[src/rtl/pc_unit_v2_if.sv]
// Decode/fetch-side bundle for the program counter unit.
// Inputs are driven by the master. The PC and return-stack status come back from the slave.
interface pc_unit_v2_if #(
   parameter int ADDR_W    = 16,
   parameter int OFF_W     = 9,
   parameter int RAS_DEPTH = 4
);
   localparam int CNT_W = $clog2(RAS_DEPTH) + 1;

   logic              i_stall;
   logic [2:0]        i_pc_op;
   logic [2:0]        i_cond;
   logic [OFF_W-1:0]  i_imm;
   logic [2:0]        i_flag;
   logic [ADDR_W-1:0] i_reg_addr;
   logic [ADDR_W-1:0] o_pc;
   logic [ADDR_W-1:0] o_pc_plus2;
   logic              o_taken;
   logic              o_halted;
   logic [CNT_W-1:0]  o_ras_count;
   logic              o_ras_empty;
   logic              o_ras_full;
   logic              o_ras_ovf;
   logic              o_ras_unf;

   modport master (
      output i_stall, i_pc_op, i_cond, i_imm, i_flag, i_reg_addr,
      input  o_pc, o_pc_plus2, o_taken, o_halted, o_ras_count,
             o_ras_empty, o_ras_full, o_ras_ovf, o_ras_unf
   );

   modport slave (
      input  i_stall, i_pc_op, i_cond, i_imm, i_flag, i_reg_addr,
      output o_pc, o_pc_plus2, o_taken, o_halted, o_ras_count,
             o_ras_empty, o_ras_full, o_ras_ovf, o_ras_unf
   );
endinterface

[src/rtl/pc_unit_v2.sv]
// Program counter with conditional branch/jump, call/return through a circular
// return-address stack, stall and sticky halt.
//   state    | meaning
//   S_RUN    | PC advances per pc_op unless stalled
//   S_HALTED | PC frozen on the HALT address until reset
module pc_unit_v2 #(
   parameter int                 ADDR_W    = 16,
   parameter int                 OFF_W     = 9,
   parameter int                 RAS_DEPTH = 4,
   parameter logic [ADDR_W-1:0]  RESET_VEC = '0
) (
   input  logic          i_clk,
   input  logic          i_rst,
   pc_unit_v2_if.slave   bus
);
   localparam int PTR_W = $clog2(RAS_DEPTH);
   localparam int CNT_W = PTR_W + 1;

   localparam logic [2:0] OP_BR    = 3'd1;
   localparam logic [2:0] OP_JR    = 3'd2;
   localparam logic [2:0] OP_CALL  = 3'd3;
   localparam logic [2:0] OP_CALLR = 3'd4;
   localparam logic [2:0] OP_RET   = 3'd5;
   localparam logic [2:0] OP_HALT  = 3'd6;

   typedef enum logic {S_RUN, S_HALTED} state_t;

   state_t            r_state, w_state_nxt;
   logic [ADDR_W-1:0] r_pc, w_pc_nxt, w_pc_plus2, w_br_tgt, w_sext, w_ras_top;
   logic [ADDR_W-1:0] r_ras [RAS_DEPTH];
   logic [PTR_W-1:0]  r_wr;
   logic [CNT_W-1:0]  r_cnt;
   logic              r_ovf, r_unf;
   logic              w_cond_ok, w_push, w_pop, w_set_unf, w_taken;
   logic              w_n, w_v, w_z;

   assign {w_n, w_v, w_z} = bus.i_flag;
   assign w_pc_plus2 = r_pc + ADDR_W'(2);
   assign w_sext     = {{(ADDR_W-OFF_W){bus.i_imm[OFF_W-1]}}, bus.i_imm};
   assign w_br_tgt   = w_pc_plus2 + (w_sext << 1);
   // r_wr is the next free slot, so the newest entry sits one below it
   assign w_ras_top  = r_ras[r_wr - PTR_W'(1)];

   always_comb begin
      w_cond_ok = 1'b1;
      case (bus.i_cond)
         3'd0:    w_cond_ok = !w_z;
         3'd1:    w_cond_ok = w_z;
         3'd2:    w_cond_ok = !w_z && !w_n;
         3'd3:    w_cond_ok = w_n;
         3'd4:    w_cond_ok = w_z || !w_n;
         3'd5:    w_cond_ok = w_z || w_n;
         3'd6:    w_cond_ok = w_v;
         default: w_cond_ok = 1'b1;
      endcase
   end

   always_comb begin
      w_state_nxt = r_state;
      w_pc_nxt    = r_pc;
      w_push      = 1'b0;
      w_pop       = 1'b0;
      w_set_unf   = 1'b0;
      w_taken     = 1'b0;
      if (r_state == S_RUN) begin
         w_pc_nxt = w_pc_plus2;
         case (bus.i_pc_op)
            OP_BR: if (w_cond_ok) begin
               w_taken  = 1'b1;
               w_pc_nxt = w_br_tgt;
            end
            OP_JR: if (w_cond_ok) begin
               w_taken  = 1'b1;
               w_pc_nxt = bus.i_reg_addr;
            end
            OP_CALL: begin
               w_taken  = 1'b1;
               w_push   = 1'b1;
               w_pc_nxt = w_br_tgt;
            end
            OP_CALLR: begin
               w_taken  = 1'b1;
               w_push   = 1'b1;
               w_pc_nxt = bus.i_reg_addr;
            end
            OP_RET: if (r_cnt != '0) begin
               w_taken  = 1'b1;
               w_pop    = 1'b1;
               w_pc_nxt = w_ras_top;
            end else begin
               w_set_unf = 1'b1;
            end
            OP_HALT: begin
               w_pc_nxt    = r_pc;
               w_state_nxt = S_HALTED;
            end
            default: ;
         endcase
      end
   end

   always_ff @(posedge i_clk) begin
      if (i_rst) begin
         r_state <= S_RUN;
         r_pc    <= RESET_VEC;
         r_wr    <= '0;
         r_cnt   <= '0;
         r_ovf   <= 1'b0;
         r_unf   <= 1'b0;
      end else if (!bus.i_stall) begin
         r_state <= w_state_nxt;
         r_pc    <= w_pc_nxt;
         if (w_push) begin
            r_wr <= r_wr + PTR_W'(1);
            // a full stack drops its oldest entry, which is the slot being written
            if (r_cnt == CNT_W'(RAS_DEPTH)) r_ovf <= 1'b1;
            else                            r_cnt <= r_cnt + CNT_W'(1);
         end else if (w_pop) begin
            r_wr  <= r_wr - PTR_W'(1);
            r_cnt <= r_cnt - CNT_W'(1);
         end
         if (w_set_unf) r_unf <= 1'b1;
      end
   end

   always_ff @(posedge i_clk) begin
      if (!i_rst && !bus.i_stall && w_push) r_ras[r_wr] <= w_pc_plus2;
   end

   assign bus.o_pc        = r_pc;
   assign bus.o_pc_plus2  = w_pc_plus2;
   assign bus.o_taken     = w_taken;
   assign bus.o_halted    = (r_state == S_HALTED);
   assign bus.o_ras_count = r_cnt;
   assign bus.o_ras_empty = (r_cnt == '0);
   assign bus.o_ras_full  = (r_cnt == CNT_W'(RAS_DEPTH));
   assign bus.o_ras_ovf   = r_ovf;
   assign bus.o_ras_unf   = r_unf;
endmodule

[src/flat_wrapper.sv]
// flat-port wrapper written by rule: the top's interface ports become plain ports
module pc_unit_v2_flat 
#(
   parameter int                 ADDR_W    = 16,
   parameter int                 OFF_W     = 9,
   parameter int                 RAS_DEPTH = 4,
   parameter logic [ADDR_W-1:0]  RESET_VEC = '0
)
  (i_clk, i_rst, bus_i_stall, bus_i_pc_op, bus_i_cond, bus_i_imm, bus_i_flag, bus_i_reg_addr, bus_o_pc, bus_o_pc_plus2, bus_o_taken, bus_o_halted, bus_o_ras_count, bus_o_ras_empty, bus_o_ras_full, bus_o_ras_ovf, bus_o_ras_unf);
  pc_unit_v2_if #(.ADDR_W(ADDR_W), .OFF_W(OFF_W), .RAS_DEPTH(RAS_DEPTH)) bus_i ();
  input  logic i_clk;
  input  logic i_rst;
  input wire logic [$bits(bus_i.i_stall)-1:0] bus_i_stall;
  input wire logic [$bits(bus_i.i_pc_op)-1:0] bus_i_pc_op;
  input wire logic [$bits(bus_i.i_cond)-1:0] bus_i_cond;
  input wire logic [$bits(bus_i.i_imm)-1:0] bus_i_imm;
  input wire logic [$bits(bus_i.i_flag)-1:0] bus_i_flag;
  input wire logic [$bits(bus_i.i_reg_addr)-1:0] bus_i_reg_addr;
  output wire logic [$bits(bus_i.o_pc)-1:0] bus_o_pc;
  output wire logic [$bits(bus_i.o_pc_plus2)-1:0] bus_o_pc_plus2;
  output wire logic [$bits(bus_i.o_taken)-1:0] bus_o_taken;
  output wire logic [$bits(bus_i.o_halted)-1:0] bus_o_halted;
  output wire logic [$bits(bus_i.o_ras_count)-1:0] bus_o_ras_count;
  output wire logic [$bits(bus_i.o_ras_empty)-1:0] bus_o_ras_empty;
  output wire logic [$bits(bus_i.o_ras_full)-1:0] bus_o_ras_full;
  output wire logic [$bits(bus_i.o_ras_ovf)-1:0] bus_o_ras_ovf;
  output wire logic [$bits(bus_i.o_ras_unf)-1:0] bus_o_ras_unf;
  assign bus_i.i_stall = bus_i_stall;
  assign bus_i.i_pc_op = bus_i_pc_op;
  assign bus_i.i_cond = bus_i_cond;
  assign bus_i.i_imm = bus_i_imm;
  assign bus_i.i_flag = bus_i_flag;
  assign bus_i.i_reg_addr = bus_i_reg_addr;
  assign bus_o_pc = bus_i.o_pc;
  assign bus_o_pc_plus2 = bus_i.o_pc_plus2;
  assign bus_o_taken = bus_i.o_taken;
  assign bus_o_halted = bus_i.o_halted;
  assign bus_o_ras_count = bus_i.o_ras_count;
  assign bus_o_ras_empty = bus_i.o_ras_empty;
  assign bus_o_ras_full = bus_i.o_ras_full;
  assign bus_o_ras_ovf = bus_i.o_ras_ovf;
  assign bus_o_ras_unf = bus_i.o_ras_unf;
  pc_unit_v2 #(.ADDR_W(ADDR_W), .OFF_W(OFF_W), .RAS_DEPTH(RAS_DEPTH), .RESET_VEC(RESET_VEC)) u_core (.i_clk(i_clk), .i_rst(i_rst), .bus(bus_i));
endmodule
[config.mk]
export PLATFORM = sky130hd
export DESIGN_NAME = pc_unit_v2_flat
export DESIGN_NICKNAME = d
export VERILOG_FILES = /design/src/rtl/pc_unit_v2_if.sv /design/src/rtl/pc_unit_v2.sv /design/src/flat_wrapper.sv
export SDC_FILE = /design/constraint.sdc
export NUM_CORES = 1
export LEC_CHECK = 0
export ABC_AREA = 1
export BUFFER_PORTS_ARGS = -buffer_cell sky130_fd_sc_hd__buf_2
export CAP_MARGIN = 20
export CORE_MARGIN = 5
export CORE_UTILIZATION = 45
export CTS_CLUSTER_DIAMETER = 80
export DETAILED_ROUTE_END_ITERATION = 6
export PLACE_DENSITY_LB_ADDON = 0.3
export SYNTH_ARGS = -nofsm -noshare
export SYNTH_HDL_FRONTEND = slang
export SYNTH_SLANG_ARGS = --single-unit
[constraint.sdc]
create_clock -name i_clk -period 2.55 [get_ports i_clk]
set_clock_uncertainty 0.1 [all_clocks]
set_input_delay 0.51 -clock i_clk [delete_from_list [all_inputs] [get_ports i_clk]]
set_output_delay 0.51 -clock i_clk [all_outputs]
set_load 0.1 [all_outputs]
# --- Word level (Yosys, flattened, before mapping) ---
# Memory sizes are Yosys's and may differ from the RTL's.
# Index checks and enable logic that the tools add are counted.
word_totals:
  reg_bits: 24
  mem_bits_rw: 64
  inputBits: 37
  mem_count: 1
mem_list:
  columns: ["memory", "depth", "width", "rd", "rd_ports_with_merged_regs", "wr", "line_no", "rtl"]
  rows:
  - ["u_core.r_ras", 4, 16, 1, 0, 1, "pc_unit_v2.sv:30", "logic [ADDR_W-1:0] r_ras [RAS_DEPTH];"]
classes:
  add_sub_neg: 6
  eq_ne: 14
  mux: 25
  bitwise_logic: 3
  reduce_logical: 20
op_table:
  columns: ["op", "count"]
  rows:
  - ["$pmux 16 s6", 1]
  - ["$mux 16", 3]
  - ["$eq 3x3->1 const B", 7]
  - ["$add 16x16->16", 1]
  - ["$add 16x2->16 const B", 1]
  - ["$mux 1", 14]
  - ["$eq 3x2->1 const B", 4]
  - ["$mux 3", 3]
  - ["$reduce_and 3->1", 3]
  - ["$pmux 1 s7", 1]
  - ["$eq 3x1->1 const B", 2]
  - ["$logic_not 3->1", 2]
  - ["$logic_not 1->1", 4]
  - ["$mux 2", 2]
  - ["$reduce_and 2->1", 2]
  - ["$reduce_or 2->1", 2]
  - ["$add 3x1->3 const B", 1]
  - ["$logic_and 1x1->1", 3]
  - ["$not 1->1", 3]
  - ["$pmux 1 s3", 1]
  - ["$reduce_bool 3->1", 1]
  - ["$sub 3x1->3 const B", 1]
  - ["$add 2x1->2 const B", 1]
  - ["$logic_or 1x1->1", 2]
  - ["other kinds (3)", 3]

# --- Logic depth before layout (Yosys ltp) ---
depth:
  depth_word: 7
  ltp_mapped: 20

# --- Worst setup path after synthesis ---
# OpenSTA, ideal clock, no wires.
synth_path:
  kind: "reg-to-reg"
  from: "reg u_core.r_pc[1] (netlist: u_core.bus.o_pc[1])"
  to: "reg u_core.r_pc[11] (netlist: u_core.bus.o_pc[11])"
  setup_ps: 120
  t_arrival_ps: 4337
  slack_ps: -2006
  path_stages_with_launch: 13
  path_buffers: 0
  synth_period_minus_slack_ps: 4556
  cell_sequence: "dfxtp_1 -> ha_1 -> xor2_1 -> ha_1 -> nand2_1 -> nor2_1 -> nand2_1 -> nand3_1 -> a21oi_1 -> xor2_1 -> nor2_1 -> nor3_1 -> nor2_1"
synth_via:
  elab_chain_len: 4
synth_lines:
  columns: ["element", "line_no", "rtl"]
  rows:
  - ["start, declared", "pc_unit_v2.sv:29", "logic [ADDR_W-1:0] r_pc, w_pc_nxt, w_pc_plus2, w_br_tgt, w_sext, w_ras_top;"]
  - ["start signal, assigned", "pc_unit_v2.sv:112", "r_pc <= w_pc_nxt;"]
  - ["$add 16x2->16 *", "pc_unit_v2.sv:38", "assign w_pc_plus2 = r_pc + ADDR_W'(2);"]
  - ["via bus_o_pc_plus2[3]", "flat_wrapper.sv:20", "output wire logic [$bits(bus_i.o_pc_plus2)-1:0] bus_o_pc_plus2;"]
  - ["$add 16x16->16 *", "pc_unit_v2.sv:40", "assign w_br_tgt = w_pc_plus2 + (w_sext << 1);"]
  - ["$mux 16", "pc_unit_v2.sv:68", "OP_BR: if (w_cond_ok) begin"]
  - ["$pmux 16 s6 *", "pc_unit_v2.sv:67", "case (bus.i_pc_op)"]
# The timed path passes the listed nets; every way through them passes the cells marked *.
# A chain may end at the register's enable or synchronous reset.

# --- Final worst setup path ---
layout_path:
  from: "reg u_core.r_pc[2] (netlist: u_core.bus.o_pc[2])"
  to: "reg u_core.r_pc[11] (netlist: u_core.bus.o_pc[11])"
layout_via:
  elab_chain_len: 4
layout_lines:
  columns: ["element", "line_no"]
  rows:
  - ["$add 16x2->16 *", "pc_unit_v2.sv:38"]
  - ["$add 16x16->16", "pc_unit_v2.sv:40"]
  - ["$mux 16", "pc_unit_v2.sv:68"]
  - ["$pmux 16 s6 *", "pc_unit_v2.sv:67"]
# Mark *: on every way between the ends. The rest lies on a longest branch, timed or not.

==> impl_metrics.toml <==
[status]
outcome = "finished, violations left"
violations = "negative setup slack"

[global_route]
grt_remaining_overflow = 0
antenna_found_initial = 0
use_met3_pct = 4.93
met1_usage_pct = 32.0
grt_max_degree = 36
met2_usage_pct = 41.2
top_usage_layer = "met2"
grt_pass1_wl_um = 27000
grt_usage_pct = 24.4
grt_pass1_vias = 5137

[clock_network]
cts_buffer_depth = 2
root_buffer = "clkbuf_16"
clk_pin_slew_ps = 60
cts_tree = "yes"
clk_latency_ps = 350
hold_buffers = 0
cts_sinks = 88
cts_buffers = 9
h-tree-depth = 3

[cells_and_area]
drive_above_1_share_pct = 38.9
fin_nets = 884
final_cells = 971
area_delta_synth_final_pct = 40.4
diodes = 0
layout_commonest_cell = "nand2_1"
finalInstanceArea_um2 = 7480
final_cell_mix = "nand2_1 (146), buf_4 (76), buf_2 (65)"
fillers = 965

[die]
die-area_um2 = 14100
coreArea_um2 = 11500
die_width_um = 119
ios = 78
die_height_um = 119
initial_core_util_pct = 46.3
core.rowCount = 39

[yosys]
synth-main-ff-cell = "edfxtp_1"
synthCells = 668
yosysSeqAreaShare_pct = 45.1
yosysWarnings = 0
syn_area_per_cell_um2 = 7.98
yosys.area.top_type_share_pct = 36.1
synth_area_leaders = "edfxtp_1 (36%), nand2_1 (12%), dfxtp_1 (9.0%)"
ys_ff_latch = 88
syn_nets = 729
synth_top_cell_by_area = "edfxtp_1"
synth_edf_count = 64
synth_area_um2 = 5330
synth_top_family_by_area = "simple AND/OR/NAND/NOR gates"
async_flop_share_pct = 0
muxShareOfSynthArea_pct = 0
synth_compound_area_share_pct = 12.0
ys_types = 43
synth-simple-area-share_pct = 27.3
synth_adder_area_share_pct = 5.92
yosys.area_share.xor_xnor_pct = 1.97

[critical_path]
worst_ep_arrival_time_ps = 2840
required_ps = 2690
end_kind = "register"
crit_path_start_kind = "register"
critical_path_class = "reg2reg"
worst-path-max-fanout = 5

[drt]
wl_um = 17300
vias = 5286
drtIter0Drc = 364
wl_per_cell_um = 17.9
via_per_inst = 5.44
ant_nets = 0
dr.pass1.iters = 5
drc_errors = 0

[placement]
port_buffers = 77
gp_congestion = 0.957
dpl.cell_count = 937
dp_hpwl_um = 12700
preCtsSetupSlack_ps = -201
dpl_cell_area_um2 = 6710

[sta]
finalCritPeriodShare_pct = 106
period_minus_slack_ps = 2700
max_slew.worst_pin.slew_ps = 561
rsz0062_at_grt = "true"
setup_viol = 11
tns_ps = -746
slew_headroom_pct = 62.6
drv_slew = 0
finalHoldViolations = 0
layout_setup_ws_ps = -152
max_freq_ghz = 0.370

[pwr]
vdd_ir_drop_max_uv = 376
power.density_nw_per_um2 = 606
leakage_nw = 3.34
power.total_mw = 4.54

[min_path]
hp-class = "reg2reg"

[job]
max_cap_violations = 0
==> where the power goes <==
| part | internal [mW] | switching [mW] |
|---|---|---|
| clock | 0.685 | 0.560 |
| combinational | 0.546 | 1.11 |
| sequential | 1.59 | 0.0473 |
==> state kept, by name, indices dropped and copies added, names as in the netlist <==
signal,cells
u_core.r_ras,64
u_core.bus.o_pc,16
u_core.bus.o_ras_count,3
u_core.r_wr,2
u_core.bus.o_halted,1
u_core.bus.o_ras_ovf,1
u_core.bus.o_ras_unf,1
==> cell type report <==
type | count | area (um^2) | area share, %
repair buffers | 161 | 1220 | 16.3
well taps | 143 | 179 | 2.39
clock inverters | 5 | 31.3 | 0.418
flip-flops and latches | 88 | 2450 | 32.8
clock buffers | 11 | 243 | 3.24
inverters | 86 | 347 | 4.63
multi-input cells | 477 | 3010 | 40.3
==> synth_stat cells (3+ instances only) <==
cell,number
a21oi_1,43
buf_2,7
clkbuf_1,6
dfxtp_1,24
edfxtp_1,64
ha_1,22
inv_1,76
inv_2,9
nand2_1,171
nand2_2,12
nand2_4,4
nand3_1,48
nand3_2,3
nand4_1,4
nor2_1,65
nor2_2,6
nor2_4,3
nor3_1,9
o211ai_1,3
o21ai_0,36
o21ai_1,6
o22ai_1,6
xnor2_1,4
xor2_1,8
==> per-layer routing <==
metal / part of all wire (%) / vias to the layer above
met2: 49 / 195
met5: 0 / -
met3: 6.9 / 25
met1: 42 / 2541
met4: 1.7 / 0
li1: - / 2525
==> final timing paths <==
path,from,end,slack (ps),cells past startpoint
max,u_core.bus.o_pc[2],u_core.bus.o_pc[11],-150,16
min,u_core.bus.o_ras_count[2],u_core.bus.o_ras_count[2],360,1
max reg2reg,u_core.bus.o_pc[2],u_core.bus.o_pc[11],-150,16
min reg2reg,u_core.bus.o_ras_count[2],u_core.bus.o_ras_count[2],360,1
==> through the flow <==
stage | utilization, % | hold slack [ps]
after global routing | 65.0 | 370
after floorplan | - | 415
final | 65.0 | 355
after detailed placement | 58.2 | 344
after CTS | 61.9 | 345
after global placement | 58.2 | 343
==> logic make-up (layout without fill, tap and decap cells) <==
group | after synthesis | count (layout)
simple gates | 328 | 328
buf+inv | 103 | 263
fa+ha+maj | 24 | 24
compound gates | 113 | 113
flops | 88 | 88
xor+xnor | 12 | 12
==> worst max-delay path, stage by stage (launching register included) <==
cell	delay, ps
dfxtp_4	390
ha_4	160
nand2_4	50
nor2_4	200
xor2_4	220
clkinvlp_4	150
ha_4	280
nand2_4	90
inv_2	40
nand2_2	80
nand3_4	110
buf_4	150
a21oi_1	140
xor2_1	170
nor2_1	70
nor3_2	130
nor2_1	60
==> repair_timing <==
item / CTS / global route
endpoints found under the setup margin: 15 / 17
pin swaps: 21 / 43
resized for setup: 29 / 67
endpoints found under the hold margin: 0 / 0
buffers inserted: 5 / 16
Power figures use the tool's default switching activity.
